**src/rtl/edge_event_pkg.sv**
```systemverilog
// Shared types and constants for the edge event counter.
//   state_e       : debounce FSM states
//   MODE_*        : count select encodings for the mode input
//   counts_rise() : true when the mode counts accepted rising edges
//   counts_fall() : true when the mode counts accepted falling edges
package edge_event_pkg;

   typedef enum logic [1:0] {
      STABLE_LO = 2'b00,
      PEND_HI   = 2'b01,
      STABLE_HI = 2'b10,
      PEND_LO   = 2'b11
   } state_e;

   localparam logic [1:0] MODE_RISE = 2'b00;
   localparam logic [1:0] MODE_FALL = 2'b01;
   localparam logic [1:0] MODE_BOTH = 2'b10;
   localparam logic [1:0] MODE_NONE = 2'b11;

   function automatic logic counts_rise(input logic [1:0] mode);
      return (mode == MODE_RISE) || (mode == MODE_BOTH);
   endfunction

   function automatic logic counts_fall(input logic [1:0] mode);
      return (mode == MODE_FALL) || (mode == MODE_BOTH);
   endfunction

endpackage

```
**src/rtl/sync2.sv**
```systemverilog
// Two-flop synchronizer for a single asynchronous level.
//   clk : destination clock
//   rst : asynchronous active-high reset, clears both stages to 0
//   d   : asynchronous input level
//   q   : synchronized level, two clk edges behind d
module sync2 (
   input  logic clk,
   input  logic rst,
   input  logic d,
   output logic q
);

   logic meta_q;
   logic sync_q;

   always_ff @(posedge clk or posedge rst) begin
      if (rst) begin
         meta_q <= 1'b0;
         sync_q <= 1'b0;
      end else begin
         meta_q <= d;
         sync_q <= meta_q;
      end
   end

   assign q = sync_q;

endmodule

```
**src/rtl/edge_event_counter.sv**
```systemverilog
// Synchronizes and debounces an asynchronous level, emits one-cycle edge
// pulses for accepted transitions and counts the edges selected by mode.
//   clk   : rising-edge clock
//   rst   : asynchronous active-high reset
//   d     : raw asynchronous input level
//   mode  : 00 count rise, 01 count fall, 10 count both, 11 count none
//   clr   : synchronous clear of count and ovf (wins over a same-cycle event)
//   q     : debounced level
//   rise  : one-cycle pulse after an accepted 0->1
//   fall  : one-cycle pulse after an accepted 1->0
//   count : wrapping count of selected edges
//   ovf   : sticky flag, set when count wraps
module edge_event_counter
   import edge_event_pkg::*;
#(
   parameter int unsigned STABLE_CYCLES = 4,
   parameter int unsigned CNT_W         = 8
) (
   input  logic             clk,
   input  logic             rst,
   input  logic             d,
   input  logic [1:0]       mode,
   input  logic             clr,
   output logic             q,
   output logic             rise,
   output logic             fall,
   output logic [CNT_W-1:0] count,
   output logic             ovf
);

   localparam int unsigned     SC_W    = $clog2(STABLE_CYCLES);
   localparam logic [SC_W-1:0] SC_LAST = SC_W'(STABLE_CYCLES - 1);

   logic d_s;

   state_e           state_q, state_d;
   logic [SC_W-1:0]  sc_q, sc_d;
   logic             q_q, q_d;
   logic             rise_q, rise_d;
   logic             fall_q, fall_d;
   logic [CNT_W-1:0] count_q, count_d;
   logic             ovf_q, ovf_d;
   logic             event_hit;

   sync2 u_sync2 (
      .clk (clk),
      .rst (rst),
      .d   (d),
      .q   (d_s)
   );

   // The sample that leaves STABLE_* already counts as the first of the
   // run, so a PEND state accepts once sc reaches STABLE_CYCLES-1.
   always_comb begin
      state_d = state_q;
      sc_d    = sc_q;
      q_d     = q_q;
      rise_d  = 1'b0;
      fall_d  = 1'b0;
      case (state_q)
         STABLE_LO: begin
            if (d_s) begin
               state_d = PEND_HI;
               sc_d    = SC_W'(1);
            end
         end
         PEND_HI: begin
            if (!d_s) begin
               state_d = STABLE_LO;
               sc_d    = '0;
            end else if (sc_q == SC_LAST) begin
               state_d = STABLE_HI;
               sc_d    = '0;
               q_d     = 1'b1;
               rise_d  = 1'b1;
            end else begin
               sc_d = sc_q + SC_W'(1);
            end
         end
         STABLE_HI: begin
            if (!d_s) begin
               state_d = PEND_LO;
               sc_d    = SC_W'(1);
            end
         end
         PEND_LO: begin
            if (d_s) begin
               state_d = STABLE_HI;
               sc_d    = '0;
            end else if (sc_q == SC_LAST) begin
               state_d = STABLE_LO;
               sc_d    = '0;
               q_d     = 1'b0;
               fall_d  = 1'b1;
            end else begin
               sc_d = sc_q + SC_W'(1);
            end
         end
         default: begin
            state_d = STABLE_LO;
            sc_d    = '0;
         end
      endcase
   end

   // Events are taken from the pulse being decided on this edge, so the
   // count moves together with rise/fall and uses this cycle's mode.
   always_comb begin
      event_hit = (rise_d && counts_rise(mode)) || (fall_d && counts_fall(mode));
      count_d   = count_q;
      ovf_d     = ovf_q;
      if (clr) begin
         count_d = '0;
         ovf_d   = 1'b0;
      end else if (event_hit) begin
         count_d = count_q + CNT_W'(1);
         if (&count_q) begin
            ovf_d = 1'b1;
         end
      end
   end

   always_ff @(posedge clk or posedge rst) begin
      if (rst) begin
         state_q <= STABLE_LO;
         sc_q    <= '0;
         q_q     <= 1'b0;
         rise_q  <= 1'b0;
         fall_q  <= 1'b0;
         count_q <= '0;
         ovf_q   <= 1'b0;
      end else begin
         state_q <= state_d;
         sc_q    <= sc_d;
         q_q     <= q_d;
         rise_q  <= rise_d;
         fall_q  <= fall_d;
         count_q <= count_d;
         ovf_q   <= ovf_d;
      end
   end

   assign q     = q_q;
   assign rise  = rise_q;
   assign fall  = fall_q;
   assign count = count_q;
   assign ovf   = ovf_q;

endmodule
```
**config.mk**
```make
export PLATFORM = sky130hd
export DESIGN_NAME = edge_event_counter
export DESIGN_NICKNAME = d
export VERILOG_FILES = /design/src/rtl/edge_event_pkg.sv /design/src/rtl/sync2.sv /design/src/rtl/edge_event_counter.sv
export SDC_FILE = /design/constraint.sdc
export NUM_CORES = 1
export LEC_CHECK = 0
export BUFFER_PORTS_ARGS = -buffer_cell sky130_fd_sc_hd__buf_2
export CAP_MARGIN = 10
export CORE_MARGIN = 1.5
export CORE_UTILIZATION = 46
export DETAILED_ROUTE_END_ITERATION = 6
export PLACE_DENSITY = 0.72
export SYNTH_ARGS = -nofsm -noshare
export SYNTH_HDL_FRONTEND = slang
export SYNTH_SLANG_ARGS = --single-unit
```
**constraint.sdc**
```tcl
create_clock -name clk -period 1.76 [get_ports clk]
set_clock_uncertainty 0.15 [all_clocks]
set_input_delay 0.352 -clock clk [delete_from_list [all_inputs] [get_ports clk]]
set_output_delay 0.352 -clock clk [all_outputs]
set_load 0.1 [all_outputs]
```
==> summary.txt, run 1 <==
Global routing
  – Largest net degree at the start of global routing: 11
  – Overall Global Routing Usage: roughly a fifth
  – First-pass GRT wire length: 2.84 mm
  – Grt total ovfl: 0
  – Vias in the first global route: 700
  – Initial antenna violation count: 0

STA
  – Setup TNS: 0 ns
  – Final min period: 1.70 ns
  – Setup violators final: 0
  – RSZ-0062 raised after global routing: no
  – Worst slew margin: 67.8%
  – Part of the cycle the worst path needs: 96.7%
  – Worst slew pin tran: 0.486 ns
  – Slew Limit Fails: 0
  – FMAX: 0.588 GHz
  – Final hold viol count: 0

Routing
  – Iteration-0 DRC Markers: 8
  – First-pass DRT Iterations: 4
  – Vias: 734
  – Vias/cell: 5.21
  – Drt wl/cell: 12.6 microns
  – Residual DRC count: 0
  – DRT antenna net count: 0
  – Total wire length: around 1.8 mm

Outcome
  – Status: finished, final reports clean

Clock tree
  – Num CTS Buffers: 3
  – Clk Latency, worst-skew pair: 0.29 ns
  – CTS tree: built
  – Clock-pin slew on the worst setup and hold paths: 0.10 ns
  – Root Buffer: clkbuf_4
  – Clock buffer depth: 2
  – Clk sinks: 18
  – H-tree Lvls: 1

Finish
  – Most common cell after layout, fill and taps aside: buf_2
  – ANT cells: 0
  – P&R area growth vs syn: 31.3%
  – Reg area: 469 sq um
  – Util after Layout: 64.4%
  – Layout cells sized above 1: 36.2%
  – Final Non-Filler Cells: between 100 and 150
  – Multi-input gate area: 384 sq um
  – Most frequent cells in the layout: 17 x buf_2, 11 x dfrtp_1, 9 x buf_4
  – Nets: around 130
  – Layout fillers: around 160

Floorplanning
  – Placement Rows: 15
  – Initial core utilization: around half
  – Ports: 18
  – Die Span Y: 46.1 microns
  – Core area: 0.00175 sq mm
  – Die footprint: 0.00213 sq mm
  – Die span in x: around 46 microns

Logic synthesis
  – #FFs+latches synth: 18
  – Post-synth EDFFs: 0
  – Syn Area/Cell: 9.95 sq um
  – Mapped Area: 856 sq um
  – Syn Nets: 96
  – Dominant synthesized flop cell: dfrtp_1
  – Async set-reset flop share out of synthesis: 100%
  – Yosys warning count: 0
  – Distinct cell type count after synthesis: 28
  – Register area share after synthesis: 52.6%
  – Syn Inst Count: 86

Run
  – Max-cap check violation count: 0

Placement
  – HPWL after detailed placement: 1.34 mm
  – Input/output buffers: 17
  – Placed cell count: 134
  – Placer congestion estimate: a little under 0.8

Worst setup path
  – Required time of the critical path: 1.26 ns
  – R2R Setup Slk: around 0.070 ns
  – Crit path capture: count[0]
  – R2R cell count: 4
  – CP max stage delay: 0.47 ns
  – Crit Path Max Fanout: 6
  – CP Launch Type: register
  – Crit Reg-Reg Endpoint: count[7]$_DFFE_PP0P_
  – Crit path arrival time: 1.20 ns
  – Delay-heaviest family, CP: flip-flops
  – Kind of critical path: register to output port
  – CP max-delay cell: dfrtp_4
  – WP buf/inv: 1
  – Worst setup EP type: output port
  – CP Depth: 1
  – Worst-path cell chain: buf_2
  – Worst setup startpoint: count[0]$_DFFE_PP0P_

Hold path
  – Worst Hold Path Cells: 2
  – Hold Crit Class: input port to register

Power
  – Peak supply drop: 0.000620 V
  – Pwr/cell area: 925 mW/mm^2
  – Leakage: slightly above 0.5 nW
-- area by class of cell --
| type | instances | share of cell area [%] |
|---|---|---|
| well taps | 25 | 2.78 |
| multi-input cells | 58 | 34.2 |
| flip-flops and latches | 18 | 41.8 |
| clock buffers | 4 | 3.23 |
| repair buffers | 28 | 15.4 |
| inverters | 8 | 2.67 |
-- synthesized netlist by cell type (all sizes together), types with 2 or more instances --
library cell / count / area share (%)
o21ai: 5 / 2.9
nand4: 2 / 1.5
dfrtp: 18 / 53
ha: 4 / 5.8
inv: 8 / 3.5
or4: 3 / 2.6
a21oi: 9 / 5.3
o31ai: 3 / 2.6
nor2: 5 / 2.2
nand3: 5 / 2.9
nand2: 7 / 3.1
nor2b: 2 / 1.5
-- worst min path at each step --
stage                                  to  slack (ns)                      from
2_1_floorplan  asynchronous set/reset pin        0.14                       rst
3_3_place_gp          u_sync2.q$_DFF_PP0_        0.18  u_sync2.meta_q$_DFF_PP0_
3_5_place_dp          u_sync2.q$_DFF_PP0_        0.19  u_sync2.meta_q$_DFF_PP0_
4_1_cts          u_sync2.meta_q$_DFF_PP0_      0.0006                         d
5_1_grt              count[3]$_DFFE_PP0P_        0.18                       clr
6_report             count[3]$_DFFE_PP0P_        0.18                       clr
-- metal layers --
layer | track usage, % | routed length [microns]
met4 | 10.3 | 23
met2 | 33.9 | 910
met3 | 2.35 | 44
met5 | 0 | 0
met1 | 22.1 | 801
-- flip-flops by register name, indices dropped and copies added (netlist names), named ones only --
name            cells
sc_q                2
u_sync2.q           1
ovf                 1
u_sync2.meta_q      1
count               8
state_q             1
q                   1
fall                1
rise                1
-- what timing repair did --
item / in CTS / in global routing
endpoints found under the setup margin: 0 / 2
resized for setup: 0 / 1
hold buffers: 1 / 1
setup buffers: 0 / 1
hold endpoints to repair: 9 / 1
-- cells by family after synthesis --
| group | Yosys count | share of synthesized area, % |
|---|---|---|
| compound gates | 21 | 14.5 |
| simple gates | 30 | 19.2 |
| fa+ha+maj | 4 | 5.85 |
| buf+inv | 10 | 4.39 |
| xor+xnor | 1 | 1.02 |
| mux | 2 | 2.49 |
| flops | 18 | 52.6 |
-- power breakdown --
| group | total, mW | internal [mW] | switching, mW |
|---|---|---|---|
| Clock | 0.252 | 0.126 | 0.126 |
| Sequential | 0.494 | 0.462 | 0.0319 |
| Combinational | 0.293 | 0.124 | 0.169 |
-- stage by stage --
stage               area [sq um]  worst slack [ns]  total power, mW  hold WS, ns
finish                      1120            0.0589             1.04        0.179
CTS                         1100            0.0518             1.03     0.000604
detailed placement          1060            -0.155            0.774        0.193
global placement            1060            -0.112            0.761        0.184
floorplan                    887          -0.00687            0.674        0.140
global route                1120           0.00582             1.09        0.182
(Power assumes the default switching activity.)
==> inputs of run 2 (changes only) <==
--- a/config.mk
+++ b/config.mk
@@ -8,9 +8,8 @@
 export BUFFER_PORTS_ARGS = -buffer_cell sky130_fd_sc_hd__buf_2
 export CAP_MARGIN = 10
 export CORE_MARGIN = 1.5
-export CORE_UTILIZATION = 46
+export CORE_UTILIZATION = 30
 export DETAILED_ROUTE_END_ITERATION = 6
-export PLACE_DENSITY = 0.72
 export SYNTH_ARGS = -nofsm -noshare
 export SYNTH_HDL_FRONTEND = slang
 export SYNTH_SLANG_ARGS = --single-unit
==> run 2 against run 1 <==
Compared with the run above:
- critical path depth stayed put
- sequential cell count is the same
- hold slack better by 0.0069 ns
- combinational power fell by 4%
- clock power grew 2%
- design area grew 0.56%
- die area up 50%
==> summary.txt, run 2 (synthesized netlist as in run 1, its figures left out) <==
Global routing
  – Overall Global Routing Usage: 12.4% (-6.7 points)
  – Largest net degree at the start of global routing: 19 (+8)
  – First-pass GRT wire length: 3.10 mm (+9.0%)
  – Grt total ovfl: 0 (unchanged)
  – Vias in the first global route: 717 (+2.4%)
  – Initial antenna violation count: 0 (unchanged)

Clock tree
  – Root Buffer: clkbuf_4
  – Clock-pin slew on the worst setup and hold paths: 0.11 ns (about the same)
  – Num CTS Buffers: 3 (unchanged)
  – Post-CTS Setup Inserts: 0 (unchanged)
  – Clock buffer depth: 2 (unchanged)
  – CTS tree: built
  – Clk Latency, worst-skew pair: 0.30 ns (about the same)
  – H-tree Lvls: 1 (unchanged)
  – Clk sinks: 18 (unchanged)

Worst setup path
  – Crit path arrival time: 1.20 ns (about the same)
  – Kind of critical path: register to output port
  – Worst setup EP type: output port
  – CP max stage delay: 0.47 ns (about the same)
  – WP buf/inv: 1 (unchanged)
  – Crit Path Max Fanout: 6 (unchanged)
  – Worst-path cell chain: buf_2
  – Reg2reg start: sc_q[0]$_DFFE_PP0P_
  – Required time of the critical path: 1.26 ns (about the same)
  – CP max-delay cell: dfrtp_4
  – Delay-heaviest family, CP: flip-flops
  – Crit Reg-Reg Endpoint: ovf$_DFFE_PP0P_
  – R2R Setup Slk: 0.06 ns (about the same)
  – R2R cell count: 5 (+1)
  – CP Launch Type: register

Floorplanning
  – Die Span Y: 56.4 microns (+22%)
  – Core area: 0.00273 sq mm (+57%)
  – Placement Rows: 19 (+4)
  – Ports: 18 (unchanged)
  – Die footprint: 0.00318 sq mm (+50%)
  – Die span in x: 56.4 microns (+22%)
  – Initial core utilization: 31.3% (-18 points)

STA
  – FMAX: 0.587 GHz (about the same)
  – Final min period: 1.70 ns (+0.00109 ns)
  – Final Hold Slack: 0.186 ns (+0.00687 ns)
  – Final hold viol count: 0 (unchanged)
  – Part of the cycle the worst path needs: 96.7% (about the same)
  – Slew Limit Fails: 0 (unchanged)
  – Worst slew pin tran: 0.487 ns (+0.000571 ns)
  – Worst slew margin: 67.8% (about the same)
  – RSZ-0062 raised after global routing: yes
  – Setup violators final: 0 (unchanged)
  – Final setup margin: 0.0578 ns (-0.00109 ns)

Placement
  – Input/output buffers: 17 (unchanged)
  – Post-placement cell area: 0.00106 sq mm (+0.71%)
  – HPWL after detailed placement: 1.32 mm (-1.1%)
  – DP Worst Slack: -0.138 ns (+0.0168 ns)
  – Placer congestion estimate: 0.724 (-7.6%)

Routing
  – First-pass DRT Iterations: 4 (unchanged)
  – DRT antenna net count: 0 (unchanged)
  – Residual DRC count: 0 (unchanged)
  – Wl on met1: 820 microns (+2.4%)
  – Vias/cell: 4.90 (-5.8%)
  – Met3 wire len: 85 microns (+93%)
  – Vias: 716 (-2.5%)
  – Met2 WL: 848 microns (-6.8%)
  – Max Used Layer: met4
  – Drt wl/cell: 12.1 microns (-4.0%)
  – Iteration-0 DRC Markers: 8 (unchanged)
  – Total wire length: 1.77 mm (-0.62%)

Power
  – Total power: 1.04 mW (-0.28%)
  – Peak supply drop: 0.000712 V (+15%)
  – Pwr/cell area: 917 mW/mm^2 (-0.83%)
  – Leakage: 0.512 nW (-0.78%)

Finish
  – ANT cells: 0 (unchanged)
  – Max reg flops: 8 (unchanged)
  – Nets: 126 (-0.79%)
  – Layout cells sized above 1: 38.3% (+2.1 points)
  – Most frequent cells in the layout: 17 x buf_2, 11 x dfrtp_1, 9 x a21oi_1
  – Most common cell after layout, fill and taps aside: buf_2
  – Final Instance Area: 0.00113 sq mm (+0.56%)
  – P&R area growth vs syn: 32.0%

Hold path
  – Hold Crit Class: input port to register
  – Worst Hold Path Cells: 2 (unchanged)
  – Hold endpoint: count[3]$_DFFE_PP0P_
  – Worst Hold Launch: clr

Outcome
  – Status: finished, final reports clean

Run
  – Max-cap check violation count: 0 (unchanged)
run 2: changes by cell type in the layout (fill, tap and decap cells not counted), sizes merged:
| cell | before | now |
|---|---|---|
| buf | 26 | 25 |
run 2: per-stage QoR:
stage,std cells,TNS (ns),util (%)
6_report,146,0,41.3
2_1_floorplan,86,-0.00687,-
3_3_place_gp,140,-0.363,38.9
4_1_cts,146,0,41.0
3_5_place_dp,140,-0.541,38.9
5_1_grt,146,-0.0302,41.3
run 2: area by class of cell:
cell class                 instances  area [sq um]
clock buffer                       4          36.3
fill                             266          1600
inverter                           8          30.0
multi-input combinational         58           390
sequential                        18           469
tap                               31          38.8
timing repair buffer              27           165
run 2: worst max path at each step:
stage	depth (start not counted)	slack, ns	start	to
detailed placement	7	-0.14	mode[0]	ovf$_DFFE_PP0P_
floorplan	4	-0.007	count[4]$_DFFE_PP0P_	ovf$_DFFE_PP0P_
global placement	7	-0.09	mode[0]	count[7]$_DFFE_PP0P_
CTS	1	0.04	count[1]$_DFFE_PP0P_	count[1]
global route	5	-0.03	sc_q[0]$_DFFE_PP0P_	ovf$_DFFE_PP0P_
finish	1	0.06	count[0]$_DFFE_PP0P_	count[0]
run 2: what timing repair did:
action / 4_1_cts / 5_1_grt
hold buffers: 2 / 0
resized for setup: 0 / 4
hold endpoints to repair: 19 / 0
endpoints found under the setup margin: 0 / 5
run 2: per-layer routing:
layer | vias up | global-route usage [%]
met5 | - | 0
met4 | 0 | 3.06
met3 | 2 | 4.61
met2 | 15 | 20.7
met1 | 337 | 15.2
li1 | 362 | -
run 2: report_power, final:
group / leakage [nW] / switching, mW / internal [mW] / total, mW
clock: 0.0210 / 0.131 / 0.126 / 0.257
combinational: 0.269 / 0.164 / 0.117 / 0.281
sequential: 0.222 / 0.0366 / 0.462 / 0.498
total: 0.512 / 0.331 / 0.705 / 1.04
==> inputs of run 3 (changes only) <==
--- a/config.mk
+++ b/config.mk
@@ -10,6 +10,7 @@
 export CORE_MARGIN = 1.5
 export CORE_UTILIZATION = 30
 export DETAILED_ROUTE_END_ITERATION = 6
+export MAX_ROUTING_LAYER = met4
 export SYNTH_ARGS = -nofsm -noshare
 export SYNTH_HDL_FRONTEND = slang
 export SYNTH_SLANG_ARGS = --single-unit
==> constraint.sdc (replaced) <==
create_clock -name clk -period 1.76 [get_ports clk]
set_clock_uncertainty 0.15 [all_clocks]
set_input_delay 0.176 -clock clk [delete_from_list [all_inputs] [get_ports clk]]
set_output_delay 0.176 -clock clk [all_outputs]
set_load 0.1 [all_outputs]
==> run 3 against run 2 <==
Compared with the run above:
- critical path type is now register to register
- hold slack better by 0.029 ns
- critical path depth grew 4
- clock-buffer cell count unchanged
- sequential cell count did not move
- via count rose by 5.3%
- non-clock buffer count unchanged
- cell count did not move
- clock power rose by 4%
==> summary.txt, run 3 (synthesized netlist as in run 1, its figures left out) <==
STA
  – Part of the cycle the worst path needs: 95.0% (-1.7 points)
  – RSZ-0062 raised after global routing: yes
  – Slew Limit Fails: 0 (unchanged)
  – Final hold viol count: 0 (unchanged)
  – Worst slew margin: 53.2% (-15 points)
  – Setup violators final: 0 (unchanged)
  – Worst slew pin tran: 0.702 ns (+0.215 ns)
  – FMAX: 0.598 GHz (+1.8%)
  – Final min period: 1.67 ns (-0.0305 ns)

Placement
  – Input/output buffers: 17 (unchanged)
  – HPWL after detailed placement: 1.33 mm (+0.51%)
  – Placer congestion estimate: 0.727 (+0.54%)
  – Placed cell count: 137 (-2.1%)

Hold path
  – Hold Crit Class: register to register

Floorplanning
  – Ports: 18 (unchanged)
  – Placement Rows: 19 (unchanged)
  – Die span in x: 56.4 microns (unchanged)
  – Die Span Y: 56.4 microns (unchanged)
  – Die footprint: 0.00318 sq mm (unchanged)
  – Core area: 0.00273 sq mm (unchanged)
  – Initial core utilization: 31.3% (unchanged)

Clock tree
  – Clk Latency, worst-skew pair: 0.31 ns (about the same)
  – H-tree Lvls: 1 (unchanged)
  – Root Buffer: clkbuf_4
  – Clk sinks: 18 (unchanged)
  – Clock buffer depth: 2 (unchanged)
  – Clock-pin slew on the worst setup and hold paths: 0.11 ns (about the same)
  – CTS tree: built
  – Num CTS Buffers: 3 (unchanged)

Finish
  – Final Non-Filler Cells: 146 (unchanged)
  – Util after Layout: 41.7% (+0.37 points)
  – ANT cells: 0 (unchanged)
  – P&R area growth vs syn: 33.2%
  – Nets: 126 (unchanged)
  – Max reg flops: 8 (unchanged)
  – Most common cell after layout, fill and taps aside: buf_2
  – Most frequent cells in the layout: 17 x buf_2, 11 x dfrtp_1, 8 x inv_1, 8 x a21oi_1, 7 x buf_4
  – Layout cells sized above 1: 37.4% (-0.87 points)

Worst setup path
  – CP max-delay cell: or4b_1
  – Crit path arrival time: 1.77 ns (+0.57 ns)
  – CP Launch Type: register
  – CP max stage delay: 0.50 ns (+0.03 ns)
  – Crit Path Max Fanout: 3 (-3)
  – Worst-path cell chain: ha_2 -> and4_4 -> nand2_2 -> or4b_1 -> a21oi_1
  – Worst setup EP type: register
  – Required time of the critical path: 1.85 ns (+0.59 ns)
  – Kind of critical path: register to register

Routing
  – Vias/cell: 5.16 (+5.3%)
  – Iteration-0 DRC Markers: 17 (+9)
  – First-pass DRT Iterations: 4 (unchanged)
  – Vias: 754 (+5.3%)
  – Residual DRC count: 0 (unchanged)
  – Drt wl/cell: 12.8 microns (+5.8%)
  – Total wire length: 1.87 mm (+5.8%)
  – DRT antenna net count: 0 (unchanged)

Run
  – Max-cap check violation count: 0 (unchanged)

Power
  – Pwr/cell area: 930 mW/mm^2 (+1.4%)
  – Leakage: 0.513 nW (+0.11%)
  – Peak supply drop: 0.000609 V (-14%)

Global routing
  – Vias in the first global route: 750 (+4.6%)
  – First-pass GRT wire length: 3.29 mm (+6.2%)
  – Overall Global Routing Usage: 13.9% (+1.5 points)
  – Grt total ovfl: 0 (unchanged)
  – Initial antenna violation count: 0 (unchanged)
  – Largest net degree at the start of global routing: 19 (unchanged)

Outcome
  – Status: finished, final reports clean
-- run 3: cell count changes in the layout (fill, tap and decap cells not counted) --
cell           delta
a21oi_1           -1
a21oi_2           +1
buf_4             -1
dlygate4sd3_1     +1
nand2_1           +1
nand2_2           -1
o21a_2            -1
o21a_4            +1
-- run 3: metal layers --
metal | global-route usage, % | up-vias | share of wire, %
met5 | - | - | 0
met4 | 5.78 | 0 | 1.2
met3 | 5.30 | 4 | 4.9
met2 | 22.7 | 18 | 50
met1 | 15.3 | 365 | 44
li1 | - | 367 | -
-- run 3: cell type report --
| class | count | area [sq um] |
|---|---|---|
| sequential | 18 | 469 |
| tap | 31 | 38.8 |
| multi-input combinational | 58 | 398 |
| inverter | 8 | 30.0 |
| fill | 272 | 1590 |
| clock buffer | 4 | 36.3 |
| timing repair buffer | 27 | 168 |
-- run 3: power by group --
| group | switching [mW] | leakage (nW) | internal, mW |
|---|---|---|---|
| logic | 0.169 | 0.270 | 0.129 |
| clock network | 0.140 | 0.0210 | 0.127 |
| registers | 0.0348 | 0.222 | 0.462 |
-- run 3: metrics by stage --
step	power [mW]	TNS, ns	cell area (sq um)	hold slack [ns]	setup WS, ns
floorplan	0.674	-0.00687	887	-0.0356	-0.00687
global placement	0.747	0	1040	0.135	0.0606
detailed placement	0.761	0	1040	0.137	0.0140
CTS	1.04	0	1110	0.216	0.0283
global route	1.13	0	1140	0.232	0.00000533
finish	1.06	0	1140	0.215	0.0883
-- run 3: path summary, 6_finish.rpt --
kind	start	endpoint	slack, ns	depth (start not counted)
max reg2reg	sc_q[0]$_DFFE_PP0P_	ovf$_DFFE_PP0P_	0.09	5
min in group asynchronous	rst	sc_q[0]$_DFFE_PP0P_	0.36	3
min	u_sync2.meta_q$_DFF_PP0_	u_sync2.q$_DFF_PP0_	0.21	0
max	sc_q[0]$_DFFE_PP0P_	ovf$_DFFE_PP0P_	0.09	5
max in group asynchronous	rst	count[1]$_DFFE_PP0P_	0.59	3
min reg2reg	u_sync2.meta_q$_DFF_PP0_	u_sync2.q$_DFF_PP0_	0.21	0
-- run 3: worst max-delay path: cells and delay by family, from the launching register on --
kind	cells	cell delay [ns]
AND/OR/NAND/NOR	3	0.76
flip-flops	1	0.38
AO/OA/AOI/OAI	1	0.13
adder cells (fa/ha/maj)	1	0.18
-- run 3: repair_timing --
| action | in CTS | in global routing |
|---|---|---|
| endpoints found under the hold margin | 25 | 0 |
| resized for setup | 0 | 5 |
| buffers inserted | 0 | 2 |
| endpoints found under the setup margin | 0 | 6 |
| hold buffers | 3 | 0 |
